==> config.mk <==
export PLATFORM = sky130hd
export DESIGN_NAME = apb_gpio_bridge
export DESIGN_NICKNAME = d
export VERILOG_FILES = /design/src/rtl/apb_gpio_bridge.sv
export SDC_FILE = /design/constraint.sdc
export NUM_CORES = 1
export LEC_CHECK = 0
export CORE_MARGIN = 10
export CORE_UTILIZATION = 30
export DETAILED_ROUTE_END_ITERATION = 10
export DONT_BUFFER_PORTS = 1
export PLACE_DENSITY = 0.54
export SYNTH_ARGS = -nofsm -noshare
export SYNTH_HDL_FRONTEND = slang
export SYNTH_SLANG_ARGS = --single-unit
==> constraint.sdc <==
create_clock -name pclk -period 2.2 [get_ports pclk]
set_clock_uncertainty 0.05 [all_clocks]
set_input_delay 0.44 -clock pclk [delete_from_list [all_inputs] [get_ports pclk]]
set_output_delay 0.44 -clock pclk [all_outputs]
set_load 0.02 [all_outputs]
==> src/rtl/apb_gpio_bridge.sv <==
// APB4 completer bridging pclk-domain APB accesses onto the GPIO core register port.
// The GPIO side uses a req/ack handshake so the core may insert wait states. Accesses
// outside the register window or not word-aligned get an error response without touching
// the core, and a watchdog turns a core that never acks into an error response.
//
// Ports:
//   pclk, presetn            clock (rising edge), asynchronous active-low reset
//   psel, penable, pwrite    APB control
//   paddr, pwdata, pstrb     APB address, write data, write byte strobes
//   pready, prdata, pslverr  APB response; prdata/pslverr valid while pready=1
//   gpio_req, gpio_we        GPIO access request and direction (1=write)
//   gpio_addr                window-relative byte address
//   gpio_dat_i, gpio_sel     write data and byte enables towards the core
//   gpio_ack, gpio_dat_o     access done and read data from the core
//   gpio_err                 core error, valid with gpio_ack
//   gpio_inta_o, irq         core interrupt level in, registered interrupt out
module apb_gpio_bridge #(
  parameter int unsigned       DATA_W      = 32,
  parameter int unsigned       ADDR_W      = 32,
  parameter int unsigned       GPIO_AW     = 8,
  parameter logic [ADDR_W-1:0] BASE_ADDR   = 32'h4000_0000,
  parameter int unsigned       TIMEOUT_CYC = 16
) (
  input  logic                pclk,
  input  logic                presetn,
  input  logic                psel,
  input  logic                penable,
  input  logic                pwrite,
  input  logic [ADDR_W-1:0]   paddr,
  input  logic [DATA_W-1:0]   pwdata,
  input  logic [DATA_W/8-1:0] pstrb,
  output logic                pready,
  output logic [DATA_W-1:0]   prdata,
  output logic                pslverr,
  output logic                gpio_req,
  output logic                gpio_we,
  output logic [GPIO_AW-1:0]  gpio_addr,
  output logic [DATA_W-1:0]   gpio_dat_i,
  output logic [DATA_W/8-1:0] gpio_sel,
  input  logic                gpio_ack,
  input  logic [DATA_W-1:0]   gpio_dat_o,
  input  logic                gpio_err,
  input  logic                gpio_inta_o,
  output logic                irq
);

  localparam int unsigned STRB_W  = DATA_W / 8;
  localparam int unsigned BYTE_AW = $clog2(STRB_W);
  // Keep at least one counter bit when the watchdog is disabled.
  localparam int unsigned CNT_W   = (TIMEOUT_CYC > 0) ? $clog2(TIMEOUT_CYC + 1) : 1;
  localparam logic [CNT_W-1:0] CNT_MAX = CNT_W'(TIMEOUT_CYC);

  typedef enum logic [1:0] {StIdle, StBusy, StDone, StErr} state_e;

  state_e              state_q, state_d;
  logic                we_q, we_d;
  logic [GPIO_AW-1:0]  addr_q, addr_d;
  logic [DATA_W-1:0]   wdata_q, wdata_d;
  logic [STRB_W-1:0]   strb_q, strb_d;
  logic [DATA_W-1:0]   rdata_q, rdata_d;
  logic                err_q, err_d;
  logic [CNT_W-1:0]    cnt_q, cnt_d;
  logic                irq_q;

  logic setup, addr_ok, expire, busy, done;

  assign setup   = psel & ~penable;
  assign addr_ok = (paddr[ADDR_W-1:GPIO_AW] == BASE_ADDR[ADDR_W-1:GPIO_AW]) &&
                   (paddr[BYTE_AW-1:0] == '0);
  // cnt_q counts completed BUSY cycles, so this is the last allowed BUSY cycle.
  assign expire  = (TIMEOUT_CYC != 0) && ((32'(cnt_q) + 32'd1) >= TIMEOUT_CYC);

  always_comb begin
    state_d = state_q;
    we_d    = we_q;
    addr_d  = addr_q;
    wdata_d = wdata_q;
    strb_d  = strb_q;
    rdata_d = rdata_q;
    err_d   = err_q;
    cnt_d   = '0;
    case (state_q)
      StIdle: begin
        if (setup) begin
          we_d    = pwrite;
          addr_d  = paddr[GPIO_AW-1:0];
          wdata_d = pwdata;
          strb_d  = pstrb;
          rdata_d = '0;
          err_d   = 1'b0;
          state_d = addr_ok ? StBusy : StErr;
        end
      end
      StBusy: begin
        cnt_d = (cnt_q == CNT_MAX) ? cnt_q : cnt_q + 1'b1;
        // An ack in the expiry cycle still completes normally.
        if (gpio_ack) begin
          if (!we_q) rdata_d = gpio_dat_o;
          err_d   = gpio_err;
          state_d = StDone;
        end else if (expire) begin
          err_d   = 1'b1;
          rdata_d = '0;
          state_d = StDone;
        end
      end
      StErr: begin
        err_d   = 1'b1;
        rdata_d = '0;
        state_d = StDone;
      end
      StDone: begin
        // Completion (psel & penable) or abort (!psel) both return to idle.
        if (!psel || penable) state_d = StIdle;
      end
      default: state_d = StIdle;
    endcase
  end

  always_ff @(posedge pclk or negedge presetn) begin
    if (!presetn) begin
      state_q <= StIdle;
      we_q    <= 1'b0;
      addr_q  <= '0;
      wdata_q <= '0;
      strb_q  <= '0;
      rdata_q <= '0;
      err_q   <= 1'b0;
      cnt_q   <= '0;
      irq_q   <= 1'b0;
    end else begin
      state_q <= state_d;
      we_q    <= we_d;
      addr_q  <= addr_d;
      wdata_q <= wdata_d;
      strb_q  <= strb_d;
      rdata_q <= rdata_d;
      err_q   <= err_d;
      cnt_q   <= cnt_d;
      irq_q   <= gpio_inta_o;
    end
  end

  assign busy = (state_q == StBusy);
  assign done = (state_q == StDone);

  assign pready     = done;
  assign pslverr    = done & err_q;
  assign prdata     = (done && !err_q && !we_q) ? rdata_q : '0;
  assign gpio_req   = busy;
  assign gpio_we    = busy & we_q;
  assign gpio_addr  = busy ? addr_q : '0;
  assign gpio_dat_i = (busy && we_q) ? wdata_q : '0;
  assign gpio_sel   = busy ? (we_q ? strb_q : '1) : '0;
  assign irq        = irq_q;

endmodule
==> Yosys cells after proc, flatten, opt, wreduce, memory -nomap -nowiden <==
Cells that the tools add are included.
{ "word_totals": {"reg_bits": 86, "in_bits": 108, "output_inout_bits": 81, "wordCells": 63} }
{ "op_classes": {"n_addsub": 2, "n_lt_le_gt_ge": 1, "eq_ne": 10, "mux": 22, "bitwise_logic": 4, "reduce_logical": 15} }
{ "op_table": {"columns": ["op", "n"], "rows": [
  ["32-bit two-way mux", 6],
  ["32-bit case mux with 3 select lines", 1],
  ["24-bit by 23-bit equality test with 1-bit output, second input constant", 1],
  ["2-bit two-way mux", 5],
  ["5-bit two-way mux", 2],
  ["4-bit two-way mux", 2],
  ["8-bit two-way mux", 1],
  ["2-bit case mux with 4 select lines", 1],
  ["5-bit by 1-bit adder with 6-bit output, second input constant", 1],
  ["6-bit by 5-bit >= comparator with 1-bit output, second input constant", 1],
  ["3-bit != test, second input constant", 2],
  ["3-bit AND reduction", 2],
  ["5-bit by 1-bit adder with 5-bit output, second input constant", 1],
  ["5-bit equality test, second input constant", 1],
  ["2-bit equality test, second input constant", 2],
  ["1-bit logical AND", 4],
  ["2-bit zero test", 2],
  ["2-bit != test, second input constant", 2],
  ["4-bit AND reduction", 1],
  ["1-bit bitwise AND", 3],
  ["1-bit zero test", 3],
  ["1-bit two-way mux", 3],
  ["1-bit case mux with 3 select lines", 1],
  ["3-bit nonzero test", 1],
  ["other kinds (5)", 5]
]} }

==> Depth between registers and ports, before layout <==
Gate-level depths: netlist (run 1).
{ "logic_depth": {"depth_word": 5, "mapped_depth": 6, "ltp_nobuf": 6} }

==> Least setup slack after synthesis (run 1) <==
OpenSTA, ideal clock, no wires.
{ "synth_timing": {"path_kind": "reg2out", "from": "reg state_q[0]", "to": "out prdata[10]", "arrival_time_ns": 1.613, "t_required_ns": 1.710, "setup_slack_ns": 0.097, "path_stages_with_launch": 5, "n_path_buf": 1, "cell_sequence": "dfrtp_1 > and2b_1 > nor3b_1 > clkbuf_1 > and2_1"} }
{ "synth_via": {"elab_chain_cells": 4} }
{ "synth_rtl": {"columns": ["element", "line", "source"], "rows": [
  ["start: declaration", "55", "state_e state_q, state_d;"],
  ["start signal: assignment", "122", "state_q <= StIdle;"],
  ["start signal: assignment", "132", "state_q <= state_d;"],
  ["2-bit equality test", "145", "assign done = (state_q == StDone);"],
  ["named net pready", "32", "output logic pready,"],
  ["1-bit logical AND (2 in series)", "149", "assign prdata = (done && !err_q && !we_q) ? rdata_q : '0;"],
  ["32-bit two-way mux", "149", null],
  ["end: declaration", "33", "output logic [DATA_W-1:0] prdata,"]
]} }
The timed path passes the listed nets, and every way through them passes these cells.

==> Worst setup path in the final report (run 1) <==
{ "layout_timing": {"from": "reg state_q[0]", "to": "out prdata[25]"} }
{ "layout_via": {"elab_chain_cells": 4} }
{ "layout_rtl": {"columns": ["element", "line"], "rows": [
  ["2-bit equality test", "145"],
  ["1-bit logical AND (2 in series)", "149"],
  ["32-bit two-way mux", "149"]
]} }
Every way passes these cells.

==> impl_metrics.toml, run 1 <==
[status]
status = "finished, violations left"
failed_checks = "negative hold slack"

[critical_path]
path_max_fanout = 16
crit_path_end_kind = "output pin"
reg2reg_depth = 5
slowest_stage = "dfrtp_2"
crit_chain = "and2b_1 -> nor3b_4 -> buf_6 -> buf_12 -> and2_4"
worstSetupPathType = "reg2out"
required_ns = 1.71
crit_arrival_ns = 1.70
rrSetupSlack_ns = 0.23
r2r_start = "cnt_q[1]$_DFFE_PN0P_"
reg2reg_to = "rdata_q[20]$_DFFE_PN0P_"
crit_path_start_kind = "flop"
max_stage_delay_ns = 0.43

[clocking]
clk_latency_ns = 0.33
clock_sinks = 86
h-tree-depth = 3
cts_root_buffer = "clkbuf_16"
ctsLongestPathBuffers = 2
path_clk_slew_ns = 0.06
cts_tree = "built"
numCtsBuffers = 9

[routing]
met3_wirelength_um = 1401
drc = 0
via_per_inst = 5.069
drt_iter0_drc = 83
wire_per_inst_um = 22.67
wl_met1_um = 4484
route.vias.total = 2570
antenna_left = 0
wl_um = 11500
wl_met2_um = 5376
topRoutingLayerUsed = "met5"
drtPass1Iterations = 4

[synth]
synth.avg_cell_area_um2 = 12.01
synthDistinctLibCells = 32
synth_seq_area_share = 0.5583
ys_ff_latch = 86
yosysTopAreaCell = "dfrtp_1"
synth.cell_area_mm2 = 0.003855
ys.flop_type = "dfrtp_1"
synth_fp_nets = 431
synth_top_area_frac = 0.5583
async_flop_share = 1.000
synth_cells = 321
synth-edff-count = 0
synth.area.top_cells = "dfrtp_1 (56%), mux2_2 (12%), a22o_1 (7.3%)"
yosys_warnings = 0

[sta]
hold_viol = 86
tightestPinTransition_ns = 0.8101
finalCritPeriodShare = 0.9940
whs_ns = -0.2556
setup_viol = 0
maxSlewHeadroom = 0.4599
finalWorstSetupSlack_ns = 0.01312
fmax_mhz = 457.3
grt_setup_unrepaired = "true"
min_period_ns = 2.187
slew_viol_final = 0

[cells_and_area]
diodes = 0
final_common_cell = "dfrtp_1"
fin_nets = 441
syn2layout_area_growth_pct = 22.20
n_fill_cell = 1274
final_cell_mix = "dfrtp_1 (84), mux2_2 (41), and2_4 (32), a22o_1 (32), and3_1 (21)"
fin_util = 0.3733
drive_above_1_share = 0.3970

[grt]
grt-ovfl-total = 0
antenna_found_initial = 1
grt_usage = 0.1184
first_global_vias = 2864
grt_max_degree = 87
grt_first_pass_wirelength_um = 16630

[job]
maxCapViolCount = 0

[die]
rows = 41
die_h_um = 133.4
coreArea_mm2 = 0.01262
initial_core_util = 0.3055
die_w_um = 133.4
die_area_mm2 = 0.01778
ioPinCount = 189

[place]
hpwl_um = 7642
dp_slack_ns = -0.09318
routabilityCongestion = 0.7582
port_buffers = 0

[pwr]
power_density_mw_per_mm2 = 1002
worst_ir_drop_vdd_v = 0.0004580
leakagePower_nw = 2.137

[worst_hold_path]
hp-class = "in2async"
[cell usage after synthesis (2+ instances only)]
master,count
nor4_1,6
nor3_1,3
dfrtp_1,86
o21ai_0,7
clkbuf_1,12
nand2_1,7
xnor2_1,3
ha_1,2
nor2_1,6
mux2i_1,2
inv_1,7
a21oi_1,4
a22o_1,32
buf_2,11
and3_1,32
nand3_1,3
and2_1,42
nor2b_1,2
mux2_2,41
[where the power goes]
part	internal, W	leakage [nW]	switching (W)
logic	0.000428	0.889	0.000446
clock network	0.00110	0.161	0.000608
registers	0.00193	1.09	0.000204
[area by class of cell]
| cell class | count | area (um2) | share of cell area |
|---|---|---|---|
| timing repair buffer | 21 | 236.5 | 0.05020 |
| sequential | 86 | 2155 | 0.4574 |
| tap | 172 | 215.2 | 0.04568 |
| clock inverter | 6 | 111.4 | 0.02364 |
| clock buffer | 9 | 225.2 | 0.04781 |
| multi-input combinational | 205 | 1738 | 0.3689 |
| inverter | 8 | 30.03 | 0.006374 |
[metrics by stage]
stage          hold WS [ns]  instance area [um2]  total power (W)  setup TNS (ns)  std cells
2_1_floorplan       0.09441                 3855         0.002703               0        321
3_3_place_gp        0.09782                 4159         0.002910         -0.8203        486
3_5_place_dp        0.09733                 4159         0.002947          -2.518        486
4_1_cts             -0.2769                 4561         0.004708          -2.968        501
5_1_grt             -0.2821                 4711         0.004984          -1.569        507
6_report            -0.2556                 4711         0.004719               0        507
[layer usage]
metal / global-route usage / up-vias
li1: - / 1153
met3: 0.07406 / 18
met1: 0.1274 / 1276
met4: 0.05562 / 2
met5: 0 / -
met2: 0.1798 / 121
[worst max-delay path by stage]
stage	from	endpoint	slack, ns	depth (start not counted)
2_1_floorplan	state_q[0]$_DFFE_PN0P_	prdata[10]	0.1	4
3_5_place_dp	cnt_q[0]$_DFFE_PN0P_	rdata_q[28]$_DFFE_PN0P_	-0.09	5
5_1_grt	state_q[0]$_DFFE_PN0P_	prdata[30]	-0.07	5
6_report	state_q[0]$_DFFE_PN0P_	prdata[25]	0.01	5
4_1_cts	cnt_q[1]$_DFFE_PN0P_	rdata_q[16]$_DFFE_PN0P_	-0.07	5
3_3_place_gp	cnt_q[0]$_DFFE_PN0P_	rdata_q[7]$_DFFE_PN0P_	-0.03	5
[repair_timing]
| action | in CTS | in global routing |
|---|---|---|
| endpoints found under the setup margin | 76 | 108 |
| hold endpoints to repair | 86 | 86 |
| resized for setup | 47 | 40 |
| setup buffers | 0 | 3 |
| gates cloned | 0 | 3 |
| pin swaps | 16 | 13 |
[critical path: cells and delay by family (launching register included)]
kind | cells | cell delay (ns)
and+or+nand+nor | 3 | 0.61
buffers and inverters | 2 | 0.31
DFF | 1 | 0.43
[flip-flops by register name, summed over array words and instances (netlist names)]
name	flops
rdata_q	32
wdata_q	32
addr_q	8
cnt_q	5
strb_q	4
state_q	2
err_q	1
irq	1
we_q	1
[kinds of logic after synthesis]
| family | Yosys count | share of synthesized area |
|---|---|---|
| AO/OA/AOI/OAI | 47 | 0.09673 |
| XOR/XNOR | 4 | 0.009090 |
| adder cells (fa/ha/maj) | 2 | 0.006490 |
| buffers and inverters | 31 | 0.03375 |
| flip-flops | 86 | 0.5583 |
| multiplexers | 43 | 0.1250 |
| AND/OR/NAND/NOR | 108 | 0.1707 |
Power figures use the tool's default switching activity.
==> run 2, diff against run 1 <==
--- a/config.mk
+++ b/config.mk
@@ -7,9 +7,11 @@
 export LEC_CHECK = 0
 export CORE_MARGIN = 10
 export CORE_UTILIZATION = 30
+export CTS_CLUSTER_SIZE = 40
 export DETAILED_ROUTE_END_ITERATION = 10
 export DONT_BUFFER_PORTS = 1
 export PLACE_DENSITY = 0.54
+export SKIP_CTS_REPAIR_TIMING = 1
 export SYNTH_ARGS = -nofsm -noshare
 export SYNTH_HDL_FRONTEND = slang
 export SYNTH_SLANG_ARGS = --single-unit
==> impl_metrics.toml, run 2 (synthesized netlist as in run 1, its figures left out) <==
[die]
rows = 41
die_area_mm2 = 0.01778
ioPinCount = 189
initial_core_util = 0.3055
die_w_um = 133.4
coreArea_mm2 = 0.01262
die_h_um = 133.4

[critical_path]
max_stage_delay_ns = 0.42
crit_chain = "and2b_1 -> nor3b_4 -> buf_6 -> clkbuf_16 -> and2_4"
crit_cells = 5
crit_arrival_ns = 1.67
worstSetupPathType = "reg2out"
required_ns = 1.71
path_max_fanout = 16
crit_path_end_kind = "output pin"
cpLargestDelayFamily = "simple AND/OR/NAND/NOR gates"
path_buf_inv = 2
reg2reg_depth = 5
slowest_stage = "dfrtp_2"
crit_path_start_kind = "flop"

[clocking]
clk_latency_ns = 0.33
ctsLongestPathBuffers = 2
path_clk_slew_ns = 0.06
cts_root_buffer = "clkbuf_16"
h-tree-depth = 3
cts_tree = "built"
numCtsBuffers = 9
clock_sinks = 86

[status]
status = "finished, violations left"
failed_checks = "negative hold slack"

[grt]
grt-ovfl-total = 0
first_global_vias = 2830
grt_usage = 0.1170
grt_first_pass_wirelength_um = 16430
antenna_found_initial = 1
grt_max_degree = 87

[pwr]
p_clk_frac = 0.362
seqPwrFrac = 0.452
power_density_mw_per_mm2 = 1003
p_total_w = 0.004720
p_int_w = 0.003470
combPwrFrac = 0.186
switchingPower_w = 0.001250
switching_share = 0.2648
worst_ir_drop_vdd_v = 0.0004622
leakagePower_nw = 2.150

[routing]
drtPass1Iterations = 4
route.vias.total = 2583
drt_iter0_drc = 97
drc = 0
wire_per_inst_um = 22.41
via_per_inst = 5.085
wl_um = 11380
antenna_left = 0

[sta]
min_period_ns = 2.159
setup_tns_ns = 0
hold_viol = 86
fmax_mhz = 463.2
whs_ns = -0.2556
setup_viol = 0
finalWorstSetupSlack_ns = 0.04116
slew_viol_final = 0
finalCritPeriodShare = 0.9813
tightestPinTransition_ns = 0.7464
grt_setup_unrepaired = "true"
maxSlewHeadroom = 0.5024

[cells_and_area]
fin_nets = 442
final_common_cell = "dfrtp_1"
diodes = 0
syn2layout_area_growth_pct = 22.10
drive_above_1_share = 0.3720
final_cell_mix = "dfrtp_1 (84), mux2_2 (41), and2_4 (32), a22o_1 (32), and3_1 (28)"
reg.largest.list = "rdata_q: 32 flops, wdata_q: 32 flops, addr_q: 8 flops"

[job]
maxCapViolCount = 0

[place]
hpwl_um = 7642
routabilityCongestion = 0.7582
dp_slack_ns = -0.09318
port_buffers = 0

[worst_hold_path]
hp-class = "in2async"
[run 2: cell count changes in the layout (fill, tap and decap cells not counted), sizes merged]
cell | previous run | this run
buf | 20 | 21
[run 2: path summary, 6_finish.rpt]
path                                               from                 endpoint  slack (ns)
worst max-delay path             state_q[0]$_DFFE_PN0P_               prdata[28]        0.04
worst min-delay path                            presetn  wdata_q[30]$_DFFE_PN0P_       -0.26
worst max register to register     cnt_q[0]$_DFFE_PN0P_   rdata_q[7]$_DFFE_PN0P_        0.18
worst min register to register  rdata_q[18]$_DFFE_PN0P_  rdata_q[18]$_DFFE_PN0P_        0.45
max in group asynchronous                       presetn  rdata_q[13]$_DFFE_PN0P_        2.22
min in group pclk                           gpio_inta_o            irq$_DFF_PN0_        0.08
[run 2: per-layer routing]
metal  track usage  vias up  wire [um]  part of all wire
li1              -     1153          -                 -
met1        0.1267     1295       4477              0.39
met2        0.1754      118       5330              0.47
met3       0.07481       15       1365              0.12
met4       0.05562        2        199             0.017
met5             0        -         11           0.00097
[run 2: through the flow]
| step | utilization | instances | cell area [um2] | hold WS (ns) |
|---|---|---|---|---|
| 6_report | 0.3730 | 508 | 4707 | -0.2556 |
| 2_1_floorplan | - | 321 | 3855 | 0.09441 |
| 3_5_place_dp | 0.3296 | 486 | 4159 | 0.09733 |
| 5_1_grt | 0.3730 | 508 | 4707 | -0.2820 |
| 4_1_cts | 0.3562 | 501 | 4496 | -0.2769 |
| 3_3_place_gp | 0.3296 | 486 | 4159 | 0.09782 |
[run 2: layout make-up]
class,count,area (um2)
Multi-Input combinational cell,205,1722
Inverter,8,30.03
Sequential cell,86,2155
Fill cell,1279,7913
Timing Repair Buffer,22,249.0
Clock buffer,9,225.2
Clock inverter,6,111.4
Tap cell,172,215.2
[run 2: worst reg2reg max path, cell delays in order (launching register included)]
cell	delay, ns
dfrtp_1	0.35
ha_1	0.19
nand3_1	0.13
mux2i_2	0.26
o32ai_4	0.73
a22o_1	0.24
[run 2: power groups by stage]
| stage | logic [W] | registers (W) | clock network (W) |
|---|---|---|---|
| after floorplan | 0.000635 | 0.00207 | 0 |
| final | 0.000880 | 0.00213 | 0.00171 |
| after global placement | 0.000779 | 0.00213 | 0 |
| after detailed placement | 0.000805 | 0.00214 | 0 |
| after CTS | 0.000804 | 0.00212 | 0.00178 |
| after global routing | 0.000967 | 0.00218 | 0.00184 |
